===== src/rtl/riscv_pkg.sv =====
// Shared definitions for the RV32 pipeline: data width, reset/bubble constants,
// the IF/ID register layout reused by the decode stage, and word-alignment helper.
package riscv_pkg;

    localparam int XLEN = 32;
    localparam logic [XLEN-1:0] NOP_INSTR        = 32'h0000_0013;
    localparam logic [XLEN-1:0] RESET_PC_DEFAULT = 32'h0000_0000;
    localparam logic [XLEN-1:0] WORD_MASK        = 32'hFFFF_FFFC;

    typedef struct packed {
        logic [XLEN-1:0] instr;
        logic [XLEN-1:0] pc;
        logic [XLEN-1:0] pc_plus4;
        logic            valid;
    } if_id_t;

    function automatic logic [XLEN-1:0] align_word(input logic [XLEN-1:0] addr);
        return addr & WORD_MASK;
    endfunction

endpackage


===== src/rtl/pc_register.sv =====
// Program-counter flop: reset, redirect (overrides stall), stall hold, sequential
// increment. Redirect targets are forced to word alignment.
module pc_register
    import riscv_pkg::*;
#(
    parameter logic [XLEN-1:0] RESET_PC = RESET_PC_DEFAULT
) (
    input  logic            clk,
    input  logic            rst,
    input  logic            stall,
    input  logic            redirect,
    input  logic [XLEN-1:0] target,
    output logic [XLEN-1:0] pc,
    output logic [XLEN-1:0] pc_plus4,
    output logic            target_misaligned
);

    logic [XLEN-1:0] pc_d;
    logic [XLEN-1:0] pc_q;

    // Next-PC selection and misalignment detection on the redirect target
    always_comb begin
        pc_plus4          = pc_q + 32'd4;
        target_misaligned = redirect && (target[1:0] != 2'b00);
        if (redirect) begin
            pc_d = align_word(target);
        end else if (stall) begin
            pc_d = pc_q;
        end else begin
            pc_d = pc_plus4;
        end
    end

    // PC state register
    always_ff @(posedge clk) begin
        if (rst) begin
            pc_q <= RESET_PC;
        end else begin
            pc_q <= pc_d;
        end
    end

    assign pc = pc_q;

endmodule


===== src/rtl/fetch_stage.sv =====
// Instruction-fetch stage: PC (via pc_register), combinational imem address,
// IF/ID pipeline register, accepted-instruction counter and sticky misalign flag.
module fetch_stage
    import riscv_pkg::XLEN;
    import riscv_pkg::if_id_t;
    import riscv_pkg::RESET_PC_DEFAULT;
#(
    parameter logic [31:0] RESET_PC  = RESET_PC_DEFAULT,
    parameter logic [31:0] NOP_INSTR = riscv_pkg::NOP_INSTR
) (
    input  logic        clk,
    input  logic        rst,
    input  logic        StallF,
    input  logic        StallD,
    input  logic        FlushD,
    input  logic        PCSrcE,
    input  logic [31:0] PCTargetE,
    output logic [31:0] imem_addr,
    input  logic [31:0] imem_rdata,
    output logic [31:0] PCF,
    output logic [31:0] InstrD,
    output logic [31:0] PCD,
    output logic [31:0] PCPlus4D,
    output logic        ValidD,
    output logic        misalign_err,
    output logic [31:0] fetch_count
);

    logic [XLEN-1:0] pc_f;
    logic [XLEN-1:0] pc_plus4_f;
    logic            target_misaligned;

    if_id_t          if_id_d;
    if_id_t          if_id_q;
    logic            misalign_err_d;
    logic            misalign_err_q;
    logic [31:0]     fetch_count_d;
    logic [31:0]     fetch_count_q;

    pc_register #(
        .RESET_PC (RESET_PC)
    ) u_pc_register (
        .clk               (clk),
        .rst               (rst),
        .stall             (StallF),
        .redirect          (PCSrcE),
        .target            (PCTargetE),
        .pc                (pc_f),
        .pc_plus4          (pc_plus4_f),
        .target_misaligned (target_misaligned)
    );

    // IF/ID next value, counter and sticky flag; flush beats stall
    always_comb begin
        if_id_d        = if_id_q;
        fetch_count_d  = fetch_count_q;
        misalign_err_d = misalign_err_q | target_misaligned;
        if (FlushD) begin
            if_id_d = '{instr: NOP_INSTR, pc: 32'd0, pc_plus4: 32'd0, valid: 1'b0};
        end else if (StallD) begin
            if_id_d = if_id_q;
        end else begin
            if_id_d       = '{instr: imem_rdata, pc: pc_f, pc_plus4: pc_plus4_f, valid: 1'b1};
            fetch_count_d = fetch_count_q + 32'd1;
        end
    end

    // IF/ID register, counter and flag state
    always_ff @(posedge clk) begin
        if (rst) begin
            if_id_q        <= '{instr: NOP_INSTR, pc: 32'd0, pc_plus4: 32'd0, valid: 1'b0};
            fetch_count_q  <= 32'd0;
            misalign_err_q <= 1'b0;
        end else begin
            if_id_q        <= if_id_d;
            fetch_count_q  <= fetch_count_d;
            misalign_err_q <= misalign_err_d;
        end
    end

    assign imem_addr    = pc_f;
    assign PCF          = pc_f;
    assign InstrD       = if_id_q.instr;
    assign PCD          = if_id_q.pc;
    assign PCPlus4D     = if_id_q.pc_plus4;
    assign ValidD       = if_id_q.valid;
    assign misalign_err = misalign_err_q;
    assign fetch_count  = fetch_count_q;

endmodule


===== config.mk =====
export PLATFORM = sky130hd
export DESIGN_NAME = fetch_stage
export DESIGN_NICKNAME = d
export VERILOG_FILES = /design/src/rtl/riscv_pkg.sv /design/src/rtl/pc_register.sv /design/src/rtl/fetch_stage.sv
export SDC_FILE = /design/constraint.sdc
export NUM_CORES = 1
export LEC_CHECK = 0
export ABC_CLOCK_PERIOD_IN_PS = 6650
export CAP_MARGIN = 20
export CORE_ASPECT_RATIO = 1.4
export CORE_UTILIZATION = 35
export CTS_CLUSTER_SIZE = 40
export DETAILED_ROUTE_END_ITERATION = 8
export GPL_TIMING_DRIVEN = 0
export PLACE_DENSITY = 0.65
export SETUP_SLACK_MARGIN = 0.5
export SYNTH_ARGS = -nofsm -noshare
export SYNTH_HDL_FRONTEND = slang
export SYNTH_SLANG_ARGS = --single-unit

===== constraint.sdc =====
create_clock -name clk -period 6.65 [get_ports clk]
set_clock_uncertainty 0.2 [all_clocks]
set_input_delay 1.33 -clock clk [delete_from_list [all_inputs] [get_ports clk]]
set_output_delay 1.33 -clock clk [all_outputs]
set_load 0.01 [all_outputs]

Word level (Yosys, flattened, before mapping)
Cells that the tools add are included.
{ "totals": {"reg_bits": 162, "inputBits": 70, "out_inout_bits": 194, "word_cells": 21} }
{ "classes": {"add_sub_neg": 2, "eq_ne": 1, "mux": 2, "bitwise": 3, "reduce_logical": 5} }
{ "op_table": {"columns": ["cell", "count"], "rows": [
  ["two-way mux 32 bit", 2],
  ["adder 32 x 1 -> 32 bit (second input constant)", 1],
  ["adder 32 x 3 -> 32 bit (second input constant)", 1],
  ["OR reduction 2 bit", 2],
  ["inequality test 2 x 1 -> 1 bit (second input constant)", 1],
  ["NOT 1 bit", 2],
  ["AND reduction 2 bit", 1],
  ["nonzero test 2 bit", 1],
  ["logical AND 1 bit", 1],
  ["bitwise OR 1 bit", 1]
]} }

Depth between registers and ports, before layout
Gate-level depths: netlist of run 1.
{ "depth": {"ltp_word": 3, "ltp_mapped": 7, "depth_no_buf": 5} }

Modules after synthesis
A second synthesis of run 1 with hierarchy kept.
{ "unflattened": {"cells_unflattened": 842, "hier_area_um2": 7472.2} }
{ "modules_own_cells": {"columns": ["module", "n_inst", "cells_per_inst", "area_each_um2", "seq_area_each_um2"], "rows": [
  ["fetch_stage", 1, 531, 5156.2, 2602.5],
  ["pc_register", 1, 311, 2316.0, 600.6]
]} }

Worst setup path before layout of run 1
No wires, ideal clock.
{ "synth_path": {"path_kind": "input -> register", "startpoint": "in StallF", "endpoint": "reg u_pc_register.pc_q[30] (netlist: u_pc_register.pc[30])", "setup_ps": 91, "arrival_time_ps": 3029, "slack_ps": 3330, "path_stages": 6, "n_path_buf": 2, "cell_sequence": "buf_2 -> nand4b_1 -> or4_1 -> buf_2 -> or4_1 -> a311oi_1"} }
{ "synth_via": {"elab_chain_cells": 1} }
{ "synth_lines": {"columns": ["item", "line_no", "text"], "rows": [
  ["start: declaration", "fetch_stage.sv:13", "input logic StallF,"],
  ["inequality test 2 x 1 -> 1 bit (no line)", null, null],
  ["end signal: assignment", "pc_register.sv:39", "pc_q <= pc_d;"],
  ["end: declaration", "pc_register.sv:19", "logic [XLEN-1:0] pc_q;"]
]} }
Every way passes these cells.
A chain may end at the register's enable or synchronous reset.

Worst setup path after layout of run 1
{ "layout_path": {"startpoint": "in StallD", "endpoint": "reg fetch_count_q[31] (netlist: fetch_count[31])"} }
{ "layout_via": {"elab_chain_cells": 2} }
{ "layout_lines": {"columns": ["item", "line_no", "text"], "rows": [
  ["start: declaration", "fetch_stage.sv:14", "input logic StallD,"],
  ["NOT 1 bit (no line)", null, null],
  ["AND reduction 2 bit (no line)", null, null],
  ["end signal: assignment", "fetch_stage.sv:76", "fetch_count_q <= fetch_count_d;"],
  ["end: declaration", "fetch_stage.sv:38", "logic [31:0] fetch_count_q;"]
]} }
Every way passes these cells.

==> reports/qor.yml, run 1 <==
status: "complete, no violations"
worst-path-buf-inv: 2
rsz0062_at_grt: "no"
hold_path.class: "reg -> reg"
die_w_um: 124
synth_edf_count: 0
post-route-period-util_pct: 57.2
design_area_um2: 10800
setup_tns_ns: 0
syn-instance-count: 850
track_usage_pct: 22.7
path_clk_slew_ns: 0.06
numCtsBuffers: 17
antenna_found_initial: 1
drive_gt1_share_pct: 8.58
final_cell_mix: "253 x clkdlybuf4s50_1, 156 x dfxtp_1, 124 x nor2_1"
peakVddDrop_mv: 0.171
max_freq_mhz: 263
crit_cells: 6
rr_worst_depth: 6
finalSetupViolCount: 0
ios: 264
die_h_um: 173
holdWs_ns: 0.250
fp.dieArea_um2: 21500
start_util_pct: 35.7
critical_path_class: "in -> reg"
synth_seq_cells: 156
vias: 7287
syn_avg_cell_area_um2: 8.63
drv_slew: 0
dp.final_hpwl_um: 18300
drt-vias-per-instance: 5.21
synth-seq-area-share_pct: 42.6
grt_pass1_wl_um: 38500
tritoncts: "done"
postPlaceCellArea_um2: 10200
final-hold-violation-count: 0
area_delta_synth_final_pct: 47.2
nets: 1201
ant_nets: 0
numPortBuffers: 253
pre_cts_ws_ns: 2.44
tightest_slew_ns: 1.03
postCtsHoldBufs: 0
slew_headroom_pct: 30.5
cp.required_ns: 6.76
coreArea_um2: 20600
critical_path.startpoint_type: "primary input"
synth_top_flop_cell: "dfxtp_1"
ys_async_sr_fraction_pct: 0
grt_overflow_total: 0
fin_crit_ns: 3.80
synth_area_um2: 7330
critical_path.slowest_cell: "nor3_1"
htree_num_levels: 4
leakagePower_nw: 3.89
grt_pass1_vias: 6977
drtIter0Drc: 343
critical-path-top-delay-family: "simple AND/OR/NAND/NOR gates"
clock_latency_ns: 0.43
path_max_fanout: 10
cap_violations: 0
gp_congestion: 0.834
cts_setup_buffers: 0
num_rows: 62
powerDensity_nw_per_um2: 212
cts.sinks: 156
finalWirelength_um: 24600
drc: 0
cp.arrival_ns: 3.91
fin_ws_ns: 2.85
fin_util_pct: 52.5
wl_per_cell_um: 17.6
yosysUniqueCellTypes: 48
cts.repair.resized: 0
layout_commonest_cell: "clkdlybuf4s50_1"
ys_warn_count: 0
crit_chain: "clkdlybuf4s50_1 > clkbuf_1 > or3b_2 > nor3_1 > nand4_1 > mux2_2"
dr.pass1.iters: 4
min_path_cells: 2
clockBufferDepth: 2
grt_max_degree: 17
critical-path-max-stage-delay_ns: 0.77
cts_root_buf: "clkbuf_16"
endpoint_kind: "flop"
## Yosys cell counts, types with 10 or more instances
master	instances	area share, %
or3_1	20	1.7
a211oi_1	14	1.4
a311oi_1	17	2.0
nand3_1	24	1.6
nor3_1	20	1.4
xnor2_1	24	2.9
buf_2	10	0.68
dfxtp_1	156	43
nor2_1	124	6.3
nor4_1	14	1.2
a21oi_1	33	2.3
buf_1	11	0.56
nand4_1	22	1.9
o21ai_0	45	3.1
o31ai_1	13	1.3
mux2i_1	59	8.1
inv_1	16	0.82
a31oi_1	10	0.85
nand2_1	36	1.8
clkbuf_1	44	2.3
buf_4	38	3.9
or4_1	20	2.0
nor2b_1	15	1.3
mux2_2	11	1.7
## final timing paths
kind                                                       start                           endpoint  slack [ns]
worst min register to register           misalign_err$_SDFF_PP0_            misalign_err$_SDFF_PP0_        0.25
worst max register to register  u_pc_register.pc[3]$_SDFFE_PP0P_  u_pc_register.pc[30]$_SDFFE_PP0P_        3.83
worst max-delay path                                      StallD       fetch_count[31]$_SDFFE_PP0P_        2.85
worst min-delay path                     misalign_err$_SDFF_PP0_            misalign_err$_SDFF_PP0_        0.25
## worst register-to-register path, stage by stage (launching register included)
cell	delay [ns]
dfxtp_1	0.51
ha_1	0.34
nand4b_1	0.25
or4_1	0.51
buf_2	0.19
or4_1	0.48
a311oi_1	0.24
## state kept, by name, indices dropped and copies added, names as in the netlist
register          cells
fetch_count          32
misalign_err          1
u_pc_register.pc     30
InstrD               32
PCPlus4D             30
ValidD                1
PCD                  30
## metrics by stage
stage / power [W] / std cells
after floorplan: 0.00117 / 857
after global placement: 0.00134 / 1366
after detailed placement: 0.00135 / 1366
after CTS: 0.00232 / 1398
after global routing: 0.00239 / 1398
final: 0.00229 / 1399
## power breakdown
group / internal, W / switching (W)
Sequential: 0.000966 / 0.0000321
Clock: 0.000564 / 0.000404
Combinational: 0.000175 / 0.000154
Total: 0.00170 / 0.000590
## final cells by class
| cell class | count | area, µm² |
|---|---|---|
| tap | 256 | 320 |
| sequential | 156 | 3120 |
| buffer | 105 | 552 |
| antenna | 1 | 2.50 |
| fill | 1991 | 9760 |
| multi-input combinational | 580 | 3620 |
| clock inverter | 13 | 140 |
| timing repair buffer | 253 | 2530 |
| clock buffer | 19 | 443 |
| inverter | 16 | 60.1 |
## layer usage
| layer | global-route usage [%] | vias to the layer above | share of wire (%) |
|---|---|---|---|
| met1 | 26.9 | 3418 | 42 |
| li1 | - | 3558 | - |
| met2 | 38.5 | 268 | 49 |
| met3 | 5.59 | 43 | 5.7 |
| met5 | 0 | - | 0 |
| met4 | 9.99 | 0 | 3.2 |
## kinds of logic after synthesis
group / after synthesis / synth area share [%]
AOI/OAI and AO/OA: 144 / 12.4
muxes: 70 / 9.74
buffers and inverters: 121 / 8.34
other: 1 / 0.0511
and+or+nand+nor: 325 / 22.8
adders and majority gates: 2 / 0.341
xor gates and xnor gates: 31 / 3.70
DFF: 156 / 42.6
No activity file was read; power rests on OpenSTA's default activity.
==> run 2: changes to the inputs <==
--- a/config.mk
+++ b/config.mk
@@ -5,7 +5,7 @@
 export SDC_FILE = /design/constraint.sdc
 export NUM_CORES = 1
 export LEC_CHECK = 0
-export ABC_CLOCK_PERIOD_IN_PS = 6650
+export ABC_CLOCK_PERIOD_IN_PS = 4000
 export CAP_MARGIN = 20
 export CORE_ASPECT_RATIO = 1.4
 export CORE_UTILIZATION = 35
==> constraint.sdc (replaced) <==
create_clock -name clk -period 4 [get_ports clk]
set_clock_uncertainty 0.2 [all_clocks]
set_input_delay 0.8 -clock clk [delete_from_list [all_inputs] [get_ports clk]]
set_output_delay 0.8 -clock clk [all_outputs]
set_load 0.01 [all_outputs]
==> results of run 2 <==
The final DEF is identical to that of run 1. Status: complete, no violations.
Main changes from that run: setup slack after placement 2.44 ns -> 0.321 ns; setup slack after layout 2.85 ns -> 0.726 ns; register-to-register setup slack 3.83 ns -> 1.18 ns; total power 0.00229 W -> 0.00381 W; worst IR drop on VDD 0.171 mV -> 0.284 mV
==> run 3: changes to the inputs <==
--- a/config.mk
+++ b/config.mk
@@ -5,7 +5,7 @@
 export SDC_FILE = /design/constraint.sdc
 export NUM_CORES = 1
 export LEC_CHECK = 0
-export ABC_CLOCK_PERIOD_IN_PS = 4000
+export ABC_CLOCK_PERIOD_IN_PS = 3200
 export CAP_MARGIN = 20
 export CORE_ASPECT_RATIO = 1.4
 export CORE_UTILIZATION = 35
==> constraint.sdc (replaced) <==
create_clock -name clk -period 3.2 [get_ports clk]
set_clock_uncertainty 0.2 [all_clocks]
set_input_delay 0.64 -clock clk [delete_from_list [all_inputs] [get_ports clk]]
set_output_delay 0.64 -clock clk [all_outputs]
set_load 0.01 [all_outputs]
==> reports/qor.yml, run 3 (synthesized netlist as in run 1, its figures left out) <==
htree_num_levels: 4  # unchanged
final_cell_mix: "253 x clkdlybuf4s50_1, 153 x dfxtp_1, 124 x nor2_1"
grt_pass1_vias: 6969  # -0.11%
powerDensity_nw_per_um2: 439
use_met2_pct: 38.5  # unchanged
setup_tns_ns: 0  # unchanged
nets: 1202  # +0.083%
fin_crit_ns: 2.65
gp_congestion: 0.834  # unchanged
fin_ws_ns: 0.552
fp.dieArea_um2: 21500  # unchanged
status: "complete, no violations"
postPlaceCellArea_um2: 10200  # unchanged
area_delta_synth_final_pct: 48.4
startpoint: "StallD"
drc: 0  # unchanged
cts_root_buf: "clkbuf_16"
dr.pass1.iters: 5  # +1
peakVddDrop_mv: 0.361
path_clk_slew_ns: 0.06  # about the same
drv_slew: 0  # unchanged
grt_overflow_total: 0  # unchanged
fin_util_pct: 52.9  # +0.40 points
postCtsHoldBufs: 0  # unchanged
final-hold-violation-count: 0  # unchanged
design_area_um2: 10900  # +0.76%
pre_cts_ws_ns: -0.319
slew_headroom_pct: 35.7  # +5.2 points
track_usage_pct: 22.7  # about the same
numCtsBuffers: 17  # unchanged
regToRegStartpoint: "u_pc_register.pc[4]$_SDFFE_PP0P_"
hold_path.class: "reg -> reg"
critical-path-max-stage-delay_ns: 0.59  # -0.18 ns
path_max_fanout: 10  # unchanged
num_rows: 62  # unchanged
crit_chain: "clkdlybuf4s50_1 > buf_1 > or3b_2 > nor3_4 > nand4_1 > mux2_2"
max_freq_mhz: 378
critical_path_class: "in -> reg"
worst-path-buf-inv: 2  # unchanged
die_w_um: 124  # unchanged
clockBufferDepth: 2  # unchanged
cp.arrival_ns: 2.76
ios: 264  # unchanged
drtIter0Drc: 331  # -3.5%
cp.required_ns: 3.31
grt_max_degree: 17  # unchanged
holdWs_ns: 0.250  # +0.0000140 ns
dp.final_hpwl_um: 18300  # unchanged
cts.sinks: 156  # unchanged
vias: 7324  # +0.51%
min_from: "misalign_err$_SDFF_PP0_"
post-route-period-util_pct: 82.7
numPortBuffers: 253  # unchanged
grt.busiest_layer: "met2"
rsz0062_at_grt: "yes"
finalSetupViolCount: 0  # unchanged
met3_usage_pct: 5.59  # unchanged
leakagePower_nw: 3.95  # +1.3%
coreArea_um2: 20600  # unchanged
tightest_slew_ns: 0.955  # -0.0735 ns
endpoint_kind: "flop"
critical_path.slowest_cell: "or3b_2"
layout_commonest_cell: "clkdlybuf4s50_1"
drive_gt1_share_pct: 10.3  # +1.7 points
rrSetupSlack_ns: 0.61
antenna_found_initial: 1  # unchanged
grt_pass1_wl_um: 38500  # about the same
clock_latency_ns: 0.43  # about the same
tritoncts: "done"
finalWirelength_um: 24700  # +0.54%
start_util_pct: 35.7  # unchanged
critical-path-top-delay-family: "simple AND/OR/NAND/NOR gates"
die_h_um: 173  # unchanged
ant_nets: 0  # unchanged
critical_path.startpoint_type: "primary input"
wl_per_cell_um: 17.6  # +0.47%
cap_violations: 0  # unchanged
drt-vias-per-instance: 5.23  # +0.44%
grt_use_met1_pct: 26.9  # about the same
-- run 3: changes by cell type in the layout (fill, tap and decap cells not counted), sizes merged --
cell	change
buf	+2
clkbuf	-1
-- run 3: tightest hold or removal path: stages, from the launching register on --
cell,delay [ns]
dfxtp_1,0.31
inv_1,0.05
a21oi_1,0.05
-- run 3: final cells by class --
| type | count | area, µm² |
|---|---|---|
| Multi-Input combinational cell | 580 | 3670 |
| Clock buffer | 19 | 443 |
| Tap cell | 256 | 320 |
| Fill cell | 1980 | 9680 |
| Clock inverter | 13 | 140 |
| Timing Repair Buffer | 254 | 2540 |
| Buffer | 105 | 568 |
| Inverter | 16 | 60.1 |
| Sequential cell | 156 | 3130 |
| Antenna cell | 1 | 2.50 |
-- run 3: metal layers --
layer	up-vias	part of all wire (%)
met5	-	0
met4	0	3.5
met3	47	6.3
met2	285	49
met1	3426	41
li1	3566	-
-- run 3: final timing paths --
path	end	cells after the start
worst max-delay path	fetch_count[31]$_SDFFE_PP0P_	6
worst min-delay path	misalign_err$_SDFF_PP0_	2
worst min register to register	misalign_err$_SDFF_PP0_	2
worst max register to register	u_pc_register.pc[30]$_SDFFE_PP0P_	6
-- run 3: repair_timing --
item                                    in CTS  in global routing
pin swaps                                    0                  2
setup buffers                                0                  1
resized for setup                           12                 19
endpoints found under the setup margin      62                 40
-- run 3: power breakdown --
part	internal (W)	switching, W
registers	0.00201	0.0000683
logic	0.000366	0.000320
clock network	0.00117	0.000844
-- run 3: through the flow --
step	power, W	instances
2_1_floorplan	0.00243	857
3_3_place_gp	0.00279	1366
3_5_place_dp	0.00280	1366
4_1_cts	0.00482	1398
5_1_grt	0.00498	1399
6_report	0.00478	1400
